--- config.mk ---
export PLATFORM = sky130hd
export DESIGN_NAME = stream_header_inserter
export DESIGN_NICKNAME = d
export VERILOG_FILES = /design/src/rtl/stream_hdr_pkg.sv /design/src/rtl/keep_count.sv /design/src/rtl/stream_header_inserter.sv
export SDC_FILE = /design/constraint.sdc
export NUM_CORES = 1
export LEC_CHECK = 0
export BUFFER_PORTS_ARGS = -buffer_cell sky130_fd_sc_hd__buf_2
export CORE_AREA = 2 2 448 450
export DETAILED_ROUTE_END_ITERATION = 10
export DIE_AREA = 0 0 450 452
export GPL_TIMING_DRIVEN = 0
export HOLD_SLACK_MARGIN = 0.03
export PLACE_DENSITY_LB_ADDON = 0.25
export SLEW_MARGIN = 10
export SYNTH_ARGS = -nofsm -noshare
export SYNTH_HDL_FRONTEND = slang
export SYNTH_SLANG_ARGS = --single-unit
export TNS_END_PERCENT = 30
--- constraint.sdc ---
create_clock -name clk -period 2 [get_ports clk]
set_input_delay 0.3 -clock clk [delete_from_list [all_inputs] [get_ports clk]]
set_output_delay 0.3 -clock clk [all_outputs]
set_load 0.05 [all_outputs]
--- src/rtl/stream_hdr_pkg.sv ---
// stream_hdr_pkg: shared FSM state type and header field offsets
// for the stream header inserter.
package stream_hdr_pkg;

  typedef enum logic [1:0] {
    IDLE  = 2'd0,
    BODY  = 2'd1,
    FLUSH = 2'd2
  } state_t;

  localparam int SEQ_OFS   = 0;
  localparam int MAGIC_OFS = 4;

endpackage

--- src/rtl/keep_count.sv ---
// keep_count: byte-lane keep <-> byte count conversion.
// Ports: keep->count (popcount of a contiguous keep), n->mask (n low ones).
module keep_count #(
  parameter int NB = 64,
  parameter int CW = $clog2(NB + 1)
) (
  input  logic [NB-1:0] keep,
  output logic [CW-1:0] count,
  input  logic [CW-1:0] n,
  output logic [NB-1:0] mask
);

  always_comb begin
    count = '0;
    for (int i = 0; i < NB; i++)
      count = count + CW'(keep[i]);
  end

  always_comb begin
    mask = '0;
    for (int i = 0; i < NB; i++)
      mask[i] = (i < int'(n));
  end

endmodule

--- src/rtl/stream_header_inserter.sv ---
// stream_header_inserter: prepends a seq/magic header to each AXI-stream
// packet, shifting payload up by HDR_BYTES; optional HDR_BYPASS_EN adds
// hdr_bypass (sampled on first beat) to pass a packet unmodified.
// Ports: clk, resetn (async, active low), AXIS_IN_* slave, AXIS_OUT_* master.
module stream_header_inserter
  import stream_hdr_pkg::*;
#(
  parameter int          DW        = 512,
  parameter int          HDR_BYTES = 8,
  parameter logic [31:0] HDR_MAGIC = 32'hC0DE_0001
) (
  input  logic            clk,
  input  logic            resetn,
`ifdef HDR_BYPASS_EN
  input  logic            hdr_bypass,
`endif
  input  logic [DW-1:0]   AXIS_IN_TDATA,
  input  logic            AXIS_IN_TVALID,
  output logic            AXIS_IN_TREADY,
  input  logic [DW/8-1:0] AXIS_IN_TKEEP,
  input  logic            AXIS_IN_TLAST,
  output logic [DW-1:0]   AXIS_OUT_TDATA,
  output logic            AXIS_OUT_TVALID,
  input  logic            AXIS_OUT_TREADY,
  output logic [DW/8-1:0] AXIS_OUT_TKEEP,
  output logic            AXIS_OUT_TLAST
);

  localparam int NB   = DW / 8;
  localparam int ROOM = NB - HDR_BYTES;
  localparam int HW   = HDR_BYTES * 8;
  localparam int CW   = $clog2(NB + 1);

  state_t          state;
  logic [31:0]     seq;
  logic [HW-1:0]   carry;
  logic [NB-1:0]   flush_keep_q;

  logic [CW-1:0]   n_in;
  logic [CW-1:0]   last_n;
  logic [CW-1:0]   flush_n;
  logic [CW-1:0]   unused_cnt;
  logic [NB-1:0]   last_keep;
  logic [NB-1:0]   flush_keep;
  logic [HW-1:0]   hdr;
  logic [DW-1:0]   shifted;
  logic            out_free;
  logic            in_fire;
  logic            is_long;
  logic            byp_now;

  keep_count #(.NB(NB)) u_kc_in (
    .keep  (AXIS_IN_TKEEP),
    .count (n_in),
    .n     (last_n),
    .mask  (last_keep)
  );

  keep_count #(.NB(NB)) u_kc_fl (
    .keep  ('0),
    .count (unused_cnt),
    .n     (flush_n),
    .mask  (flush_keep)
  );

  assign last_n  = n_in + CW'(HDR_BYTES);
  assign flush_n = n_in - CW'(ROOM);
  assign is_long = n_in > CW'(ROOM);

  always_comb begin
    hdr = '0;
    hdr[SEQ_OFS*8 +: 32]   = seq;
    hdr[MAGIC_OFS*8 +: 32] = HDR_MAGIC;
  end

  assign shifted = {AXIS_IN_TDATA[ROOM*8-1:0],
                    (state == IDLE) ? hdr : carry};

  assign out_free       = !AXIS_OUT_TVALID || AXIS_OUT_TREADY;
  assign AXIS_IN_TREADY = out_free && (state != FLUSH);
  assign in_fire        = AXIS_IN_TVALID && AXIS_IN_TREADY;

`ifdef HDR_BYPASS_EN
  logic byp_q;
  assign byp_now = byp_q || (state == IDLE && hdr_bypass);
`else
  assign byp_now = 1'b0;
`endif

  always_ff @(posedge clk or negedge resetn) begin
    if (!resetn) begin
      state           <= IDLE;
      seq             <= '0;
      carry           <= '0;
      flush_keep_q    <= '0;
      AXIS_OUT_TDATA  <= '0;
      AXIS_OUT_TVALID <= 1'b0;
      AXIS_OUT_TKEEP  <= '0;
      AXIS_OUT_TLAST  <= 1'b0;
`ifdef HDR_BYPASS_EN
      byp_q           <= 1'b0;
`endif
    end else if (state == FLUSH) begin
      if (out_free) begin
        AXIS_OUT_TDATA  <= {{(DW-HW){1'b0}}, carry};
        AXIS_OUT_TKEEP  <= flush_keep_q;
        AXIS_OUT_TLAST  <= 1'b1;
        AXIS_OUT_TVALID <= 1'b1;
        state           <= IDLE;
      end
    end else if (in_fire) begin
      AXIS_OUT_TVALID <= 1'b1;
      if (byp_now) begin
        AXIS_OUT_TDATA <= AXIS_IN_TDATA;
        AXIS_OUT_TKEEP <= AXIS_IN_TKEEP;
        AXIS_OUT_TLAST <= AXIS_IN_TLAST;
`ifdef HDR_BYPASS_EN
        byp_q          <= !AXIS_IN_TLAST;
`endif
      end else begin
        AXIS_OUT_TDATA <= shifted;
        carry          <= AXIS_IN_TDATA[DW-1 -: HW];
        if (!AXIS_IN_TLAST) begin
          AXIS_OUT_TKEEP <= '1;
          AXIS_OUT_TLAST <= 1'b0;
          state          <= BODY;
        end else begin
          seq <= seq + 32'd1;
          if (is_long) begin
            // residual bytes don't fit: emit them next cycle
            AXIS_OUT_TKEEP <= '1;
            AXIS_OUT_TLAST <= 1'b0;
            flush_keep_q   <= flush_keep;
            state          <= FLUSH;
          end else begin
            AXIS_OUT_TKEEP <= last_keep;
            AXIS_OUT_TLAST <= 1'b1;
            state          <= IDLE;
          end
        end
      end
    end else if (out_free) begin
      AXIS_OUT_TVALID <= 1'b0;
    end
  end

endmodule

; ---- After elaboration in Yosys (flattened, before gate mapping)
; Cells that the tools add are included.
; W data, S select, Z words.
[op_classes]
add_sub_neg = 66
n_mul = 0
n_div = 0
order_cmp = 129
n_eq_ne = 3
shift = 0
n_mux = 22
n_bitwise = 1
n_reduce_logical = 12
[op_table]
columns = cell, n
row1 = $mux W512, 3
row2 = $lt A6 B7 Y1 const A, 64
row3 = $add A7 B1 Y7, 62
row4 = $mux W64, 6
row5 = $lt A5 B7 Y1 const A, 32
row6 = $lt A4 B7 Y1 const A, 16
row7 = $lt A3 B7 Y1 const A, 8
row8 = $add A32 B1 Y32 const B, 1
row9 = $lt A1 B7 Y1 const A, 4
row10 = $lt A2 B7 Y1 const A, 4
row11 = $mux W2, 5
row12 = $mux W1, 8
row13 = $add A7 B4 Y7 const B, 1
row14 = $gt A7 B6 Y1 const B, 1
row15 = $sub A7 B6 Y7 const B, 1
row16 = $reduce_and A2 Y1, 3
row17 = $ne A2 B2 Y1 const B, 2
row18 = $reduce_and A4 Y1, 1
row19 = $reduce_bool A2 Y1, 2
row20 = $reduce_and A3 Y1, 1
row21 = $add A1 B1 Y2, 1
row22 = $eq A2 B2 Y1 const B, 1
row23 = $logic_and A1 B1 Y1, 2
row24 = $logic_not A2 Y1, 1
row25 = other kinds (3), 3
[totals]
ff_bits = 740
latch_bits = 0
mem_bits_rw = 0
romBits = 0
wordCells = 241
mem_count = 0

; ---- Logic depth before layout (Yosys ltp)
; Gate-level depths: netlist of the first run.
[logic_depth]
ltp_word = 69
mapped_depth = 30

; ---- By module
; Synthesis of the first run repeated with hierarchy kept, for this count alone.
[hier_totals]
cells_unflattened = 2689
hier_area_um2 = 31845.5
[by_module_without_submodules]
columns = mod, n_inst, cells_each, area_each_um2
row1 = stream_header_inserter, 1, 2161, 27323.7
row2 = keep_count, 2, 264, 2260.9

; ---- Worst setup path before layout of the first run
; OpenSTA, ideal clock, no wires.
[synth_path]
path_type = input port to flip-flop
startpoint = input port AXIS_IN_TKEEP[0]
endpoint = register flush_keep_q[13]
setup_ps = 122
arrival_ps = 7588
path_slack_ps = -5710
path_stages = 23
n_path_buf = 2
path_cell_list = ha_1 -> inv_1 -> fa_1 -> fa_1 -> fa_1 -> fa_1 -> fa_1 -> fa_1 -> fa_1 -> fa_1 -> fa_1 -> fa_1 -> nand2b_1 -> o2bb2ai_2 -> xnor2_1 -> ha_1 -> clkbuf_1 -> xnor2_1 -> xnor2_2 -> nor3_4 -> buf_6 -> nand3_1 -> a32o_1
[synth_via]
elab_chain_cells = 65
[synth_lines]
columns = item, line
row1 = from (decl), stream_header_inserter.sv:20  ; input logic [DW/8-1:0] AXIS_IN_TKEEP,
row2 = $add A1 B1 Y2 (*), keep_count.sv:16  ; count = count + CW'(keep[i]);
row3 = $add A7 B1 Y7 (*) (62 in a row), keep_count.sv:16
row4 = $sub A7 B6 Y7 or $gt A7 B6 Y1 (tied branches), "stream_header_inserter.sv:67, stream_header_inserter.sv:68"
row5 = $lt A4 B7 Y1 or $reduce_and A4 Y1 (tied branches), -
row6 = to (signal assigned), stream_header_inserter.sv:133  ; flush_keep_q <= flush_keep;
row7 = to (decl), stream_header_inserter.sv:37  ; logic [NB-1:0] flush_keep_q;
; Mark *: on every way between the ends. The rest lies on a longest branch, timed or not.
; A chain may end at the register's enable or synchronous reset.

; ---- Final worst setup path of the first run
[layout_path]
startpoint = input port AXIS_IN_TKEEP[1]
endpoint = register flush_keep_q[43]
[layout_via]
elab_chain_cells = 65
[layout_lines]
columns = item, line
row1 = $add A1 B1 Y2 (*), keep_count.sv:16
row2 = $add A7 B1 Y7 (*) (62 in a row), keep_count.sv:16
row3 = $sub A7 B6 Y7 or $gt A7 B6 Y1 (tied branches), "stream_header_inserter.sv:67, stream_header_inserter.sv:68"
row4 = $lt A6 B7 Y1 or $reduce_and A4 Y1 (tied branches), -
; Marked as above.

==> impl_metrics.tcl, run 1 <==
set metrics [dict create \
    violations "hold timing, setup timing" \
    via_count_of_the_first_global_routing_pass 30200 \
    element_type_at_the_critical_path_start "input port" \
    ys_seq_area_frac 0.614 \
    area_of_the_die_um2 203000 \
    cts_tree "yes" \
    hold_viol 69 \
    final-max-slew-violation-count 0 \
    met2_global_route_usage 0.299 \
    ys_top_cells_by_area "dfrtp_1, a22o_1, nand2_1" \
    place_congestion 1.01 \
    drv.max_cap_violation_count 0 \
    run_status "finished with violations" \
    drt_pass1_iterations 5 \
    synth_ff_type "dfrtp_1" \
    cpMostUsedCell "fa_1" \
    timing.critical_path.fanout_max 6 \
    ctsHtreeMaxLevel 3 \
    grt_overflow 0 \
    synth_fp_nets 3244 \
    async_reset_ff_frac 1.00 \
    setup.worst_path.class "input port to flip-flop" \
    routed_wirelength_mm 200 \
    standard_cell_rows 164 \
    clk-insertion-delay-late_ns 0.74 \
    max-clock-path-buffers 3 \
    synth.top_cell.area_share 0.614 \
    antenna_left 0 \
    die_y_um 452 \
    worst_pin_slew_ns 1.04 \
    global_route.peak_usage_layer "met2" \
    synth-edff-count 0 \
    global_route.usage.total 0.189 \
    worst_slew_margin_rel 0.309 \
    timing.critical_path.slowest_stage_cell "fa_1" \
    ys_warn_count 0 \
    clk_transition_reported_paths_ns 0.06 \
    mappedNetlistArea_um2 30200 \
    final.min_clock_period_ns 6.84 \
    root_driver "clkbuf_16" \
    synth.cells.most_frequent "dfrtp_1, nand2_1, a22o_1" \
    ys_ff_latch 740 \
    min_path_type "input port to async pin" \
    floorplan.initialDensity 0.152 \
    worstSetupEndpointType "flip-flop" \
    post-synth-top-count-cell "dfrtp_1" \
    hpwlAfterDp_mm 162 \
    via_per_inst 4.07 \
    place_ws_ns -6.18 \
    nets 5111 \
    drcViolationCount 0 \
    fmax_ghz 0.146 \
    number_of_unique_standard_cell_types_used_by_synthesis 65 \
    final.setup.worst_slack_ns -4.84 \
    area_growth_pct 68.9 \
    maximum_number_of_pins_on_one_net_before_global_route_repair 94 \
    placed_cells 6411 \
    buffer_ports.inserted 1159 \
    vias 29300 \
    timing.final.crit_share 3.42 \
    cts_num_sinks 740 \
    cpPeakStageDelay_ns 0.59 \
    synth_top_cell_by_area "dfrtp_1" \
    hold-worst-slack_ns -0.415 \
    drt-wirelength-per-cell_um 27.7 \
    top_level_ports 1160 \
    syn_area_per_cell_um2 11.7 \
    layout.cells.non_filler 7205 \
    setup_viol 529 \
    cp.arrival_ns 7.47 \
    cts_buffers 97 \
    fillCellCount 21500 \
    drt_first_iter_violations 2307 \
    first_pass_grt_wire_length_mm 265 \
    timing.critical_path.buf_inv 5 \
    floorplan.die.width_um 450 \
    use_met3 0.0553 \
    drive_above_1_share 0.378 \
    gr-usage-met1 0.245 \
    syn-instance-count 2587 \
    antenna_violations_before_repair 37 \
    hold_buffer_count_at_cts 514 \
    cp_top_family "adder cells" \
    grt_setup_unrepaired "true" \
    cp_data_required_time_ns 2.63 \
    finalClockSkew_ns 0.0338 \
    coreArea_um2 199000 \
]
-- flip-flops by register name (all words and copies together), names as in the netlist --
signal	count
seq	32
AXIS_OUT_TKEEP	64
AXIS_OUT_TLAST	1
flush_keep_q	64
AXIS_OUT_TVALID	1
AXIS_OUT_TDATA	512
carry	64
state	2
-- logic make-up (layout without fill, tap and decap cells) --
kind of cell	after synthesis	after routing	share of synthesized area
flops	740	740	0.614
simple gates	717	717	0.101
compound gates	706	706	0.185
buf+inv	304	2251	0.0408
fa+ha+maj	76	76	0.0450
xor+xnor	40	40	0.0126
mux	4	4	0.00220
other cells	0	15	0
-- final cells by class --
class / count / area (µm²) / area share
Sequential cell: 740 / 18500 / 0.364
Timing Repair Buffer: 1773 / 12300 / 0.242
Multi-Input combinational cell: 1543 / 11400 / 0.223
Tap cell: 2656 / 3320 / 0.0652
Clock buffer: 140 / 2820 / 0.0554
Buffer: 193 / 1580 / 0.0310
Clock inverter: 39 / 569 / 0.0112
Inverter: 106 / 400 / 0.00786
Antenna cell: 15 / 37.5 / 0.000737
-- cell usage in the layout (no fill, tap or decap), types with 12 or more instances in the layout --
master         instances
buf_4                 58
a31oi_1               64
buf_6                 40
buf_12                20
o21ai_0               27
nand3_1               69
diode_2               15
o211ai_1              17
clkbuf_4              16
inv_1                104
nor2_4                18
o21ai_2               19
buf_2               1164
clkinv_2              13
nand2_2               18
xor2_1                12
dfrtp_1              737
dlygate4sd3_1        514
a21oi_1               36
buf_8                 12
fa_1                  52
a22o_1               449
nor2_1                95
nand2_4               14
clkbuf_1             102
xnor2_1               20
nand2_1              418
ha_1                  16
clkbuf_8              40
clkbuf_16            111
buf_16                12
o21ai_1               24
-- stage by stage --
step                      TNS (ns)   util  instance area (µm²)  hold WS [ns]
after global routing       -742.02  0.256                50900        -0.433
after floorplan            -662.56      -                30400       0.00441
after detailed placement  -1760.49  0.200                39800         0.347
after global placement           -  0.199                39500         0.448
final                      -677.70  0.256                50900        -0.415
after CTS                  -777.96  0.250                49600        -0.473
-- final timing paths --
kind                       slack, ns  cells after the start                from             endpoint
min                            -0.42                      1              resetn    AXIS_OUT_TDATA[7]
max reg2reg                    -0.56                      7            state[0]   AXIS_OUT_TKEEP[43]
min reg2reg                     0.46                      2  AXIS_OUT_TDATA[55]   AXIS_OUT_TDATA[55]
max in group asynchronous       0.40                      4              resetn  AXIS_OUT_TDATA[256]
max                            -4.84                     26    AXIS_IN_TKEEP[1]     flush_keep_q[43]
min in group clk                0.15                      4     AXIS_OUT_TREADY   AXIS_OUT_TKEEP[12]
-- routing by layer --
layer | wire [µm] | up-vias
li1 | - | 12900
met1 | 85200 | 15000
met2 | 92200 | 1133
met3 | 15400 | 259
met4 | 6860 | 10
met5 | 256 | -
-- what timing repair did --
item                                    CTS  global route
gates cloned                              5             6
endpoints found under the setup margin  761           704
hold endpoints to repair                584            69
resized for setup                       253           281
setup buffers                            42            39
pin swaps                                28            37
Power of run 1 is not shown: default switching activity piles up to over one toggle a cycle in this logic, so the estimate is an artifact.
==> run 2: changes to the inputs <==
--- a/config.mk
+++ b/config.mk
@@ -11,7 +11,7 @@
 export DIE_AREA = 0 0 450 452
 export GPL_TIMING_DRIVEN = 0
 export HOLD_SLACK_MARGIN = 0.03
-export PLACE_DENSITY_LB_ADDON = 0.25
+export PLACE_DENSITY_LB_ADDON = 0.2
 export SLEW_MARGIN = 10
 export SYNTH_ARGS = -nofsm -noshare
 export SYNTH_HDL_FRONTEND = slang
==> run 2 against run 1 <==
The run still ends with hold timing, setup timing left. First-iteration DRC count is 11% lower. Worst setup slack improved by 0.0058 ns. Critical path depth fell by 1. Cell count unchanged. Register-to-register slack got worse by 0.22 ns. Sequential share of layout area is 0.28 points higher. Non-clock buffer count down 12. Via count barely moved. Core utilization is 0.20 points lower. Clock-buffer cell count is 8 higher. Critical endpoint is now flush_keep_q[1]. Largest cell class unchanged.
==> impl_metrics.tcl, run 2 (same netlist as run 1, synthesis figures left out) <==
set metrics [dict create \
    drt-wirelength-per-cell_um 28.1 \
    post-route-cell-area_um2 50500 \
    post-route-util 0.254 \
    top_level_ports 1160 \
    worstSetupEndpointType "flip-flop" \
    place_congestion 0.942 \
    first_pass_grt_wire_length_mm 269 \
    maximum_number_of_pins_on_one_net_before_global_route_repair 97 \
    hold_viol 90 \
    min_path_type "input port to async pin" \
    final.min_clock_period_ns 6.83 \
    floorplan.die.width_um 450 \
    finalClockSkew_ns 0.0292 \
    hpwlAfterDp_mm 164 \
    antenna_left 0 \
    ctsHtreeMaxLevel 3 \
    final-max-slew-violation-count 0 \
    clk_transition_reported_paths_ns 0.05 \
    cp.arrival_ns 7.44 \
    nets 5102 \
    final.setup.worst_slack_ns -4.83 \
    r2r_slack_ns -0.78 \
    fmax_ghz 0.146 \
    worst_r2r_path_depth 9 \
    grt_overflow 0 \
    element_type_at_the_critical_path_start "input port" \
    drt_first_iter_violations 2057 \
    postPlaceCellArea_um2 39800 \
    via_count_of_the_first_global_routing_pass 30300 \
    hold-worst-slack_ns -0.380 \
    cp_data_required_time_ns 2.61 \
    drcViolationCount 0 \
    routed_wirelength_mm 202 \
    buffer_ports.inserted 1159 \
    vias 29400 \
    standard_cell_rows 164 \
    worst_slew_margin_rel 0.283 \
    via_per_inst 4.07 \
    cts_num_sinks 740 \
    cts_buffers 100 \
    drt_pass1_iterations 5 \
    die_y_um 452 \
    clk-insertion-delay-late_ns 0.74 \
    root_driver "clkbuf_16" \
    run_status "finished with violations" \
    area_of_the_die_um2 203000 \
    drv.max_cap_violation_count 0 \
    max-clock-path-buffers 3 \
    timing.critical_path.fanout_max 5 \
    violations "hold timing, setup timing" \
    coreArea_um2 199000 \
    cts_tree "yes" \
    setup.worst_path.class "input port to flip-flop" \
    antenna_violations_before_repair 65 \
    worst_r2r_endpoint "seq[22]" \
    largest_register_ff_count 512 \
    r2r-start "state[1]" \
    floorplan.initialDensity 0.152 \
    grt_setup_unrepaired "true" \
    final_common_cell "buf_2" \
    registers.top_by_ff_count "AXIS_OUT_TDATA" \
    global_route.usage.total 0.192 \
    timing.final.crit_share 3.42 \
    mostFrequentLayoutCells "buf_2, dfrtp_1, dlygate4sd3_1" \
    area_growth_pct 67.6 \
    drive_above_1_share 0.362 \
    setup_viol 802 \
    hold_buffer_count_at_cts 514 \
    worst_pin_slew_ns 1.08 \
]
## run 2: cell type report
class | count | area (µm²)
repair buffers | 1760 | 12100
fillers | 21600 | 148000
inverters | 106 | 398
multi-input cells | 1543 | 11400
diodes | 21 | 52.6
clock buffers | 148 | 3030
plain buffers | 194 | 1240
flip-flops and latches | 740 | 18500
well taps | 2656 | 3320
clock inverters | 37 | 532
## run 2: what timing repair did
action                                  CTS  global route
buffers inserted                         44            29
cloned                                    5             3
pin swaps                                34            34
endpoints found under the setup margin  869           862
hold endpoints to repair                605            90
gates resized for setup                 172           188
## run 2: critical path, stage by stage
cell,delay (ns)
buf_6,0.10
ha_4,0.25
inv_2,0.03
fa_1,0.49
fa_1,0.44
fa_1,0.53
fa_1,0.43
fa_1,0.54
fa_1,0.45
fa_1,0.52
fa_1,0.44
fa_2,0.40
fa_2,0.37
nand2b_4,0.17
o2bb2ai_4,0.16
xnor2_4,0.19
ha_4,0.21
and2_4,0.14
and4_4,0.19
a211oi_4,0.34
nor3_4,0.10
buf_4,0.16
clkbuf_16,0.16
buf_6,0.13
o22a_1,0.19
## run 2: per-layer routing
layer | track usage | part of all wire
met5 | 0 | 0.00027
met4 | 0.0694 | 0.040
met3 | 0.0484 | 0.069
met2 | 0.308 | 0.46
met1 | 0.248 | 0.43
## run 2: through the flow
stage          cells  TNS [ns]  worst slack, ns  hold WS, ns
2_1_floorplan   2587   -662.56            -5.23      0.00441
3_3_place_gp    6402         -           -19.21        0.450
4_1_cts         7156  -1092.95            -4.85       -0.421
6_report        7205   -845.23            -4.83       -0.380
5_1_grt         7196   -979.58            -4.90       -0.357
3_5_place_dp    6410  -1983.23            -6.21        0.411
## run 2: how the worst max path moves through the flow
stage | startpoint | end | slack [ns]
5_1_grt | AXIS_IN_TKEEP[1] | flush_keep_q[47] | -4.90
6_report | AXIS_IN_TKEEP[1] | flush_keep_q[1] | -4.83
2_1_floorplan | AXIS_IN_TKEEP[1] | flush_keep_q[13] | -5.23
3_3_place_gp | resetn | AXIS_OUT_TVALID | -19.21
4_1_cts | AXIS_IN_TKEEP[1] | flush_keep_q[59] | -4.85
3_5_place_dp | AXIS_IN_TKEEP[0] | AXIS_OUT_TKEEP[54] | -6.21
Power of run 2 is left out for the same reason.
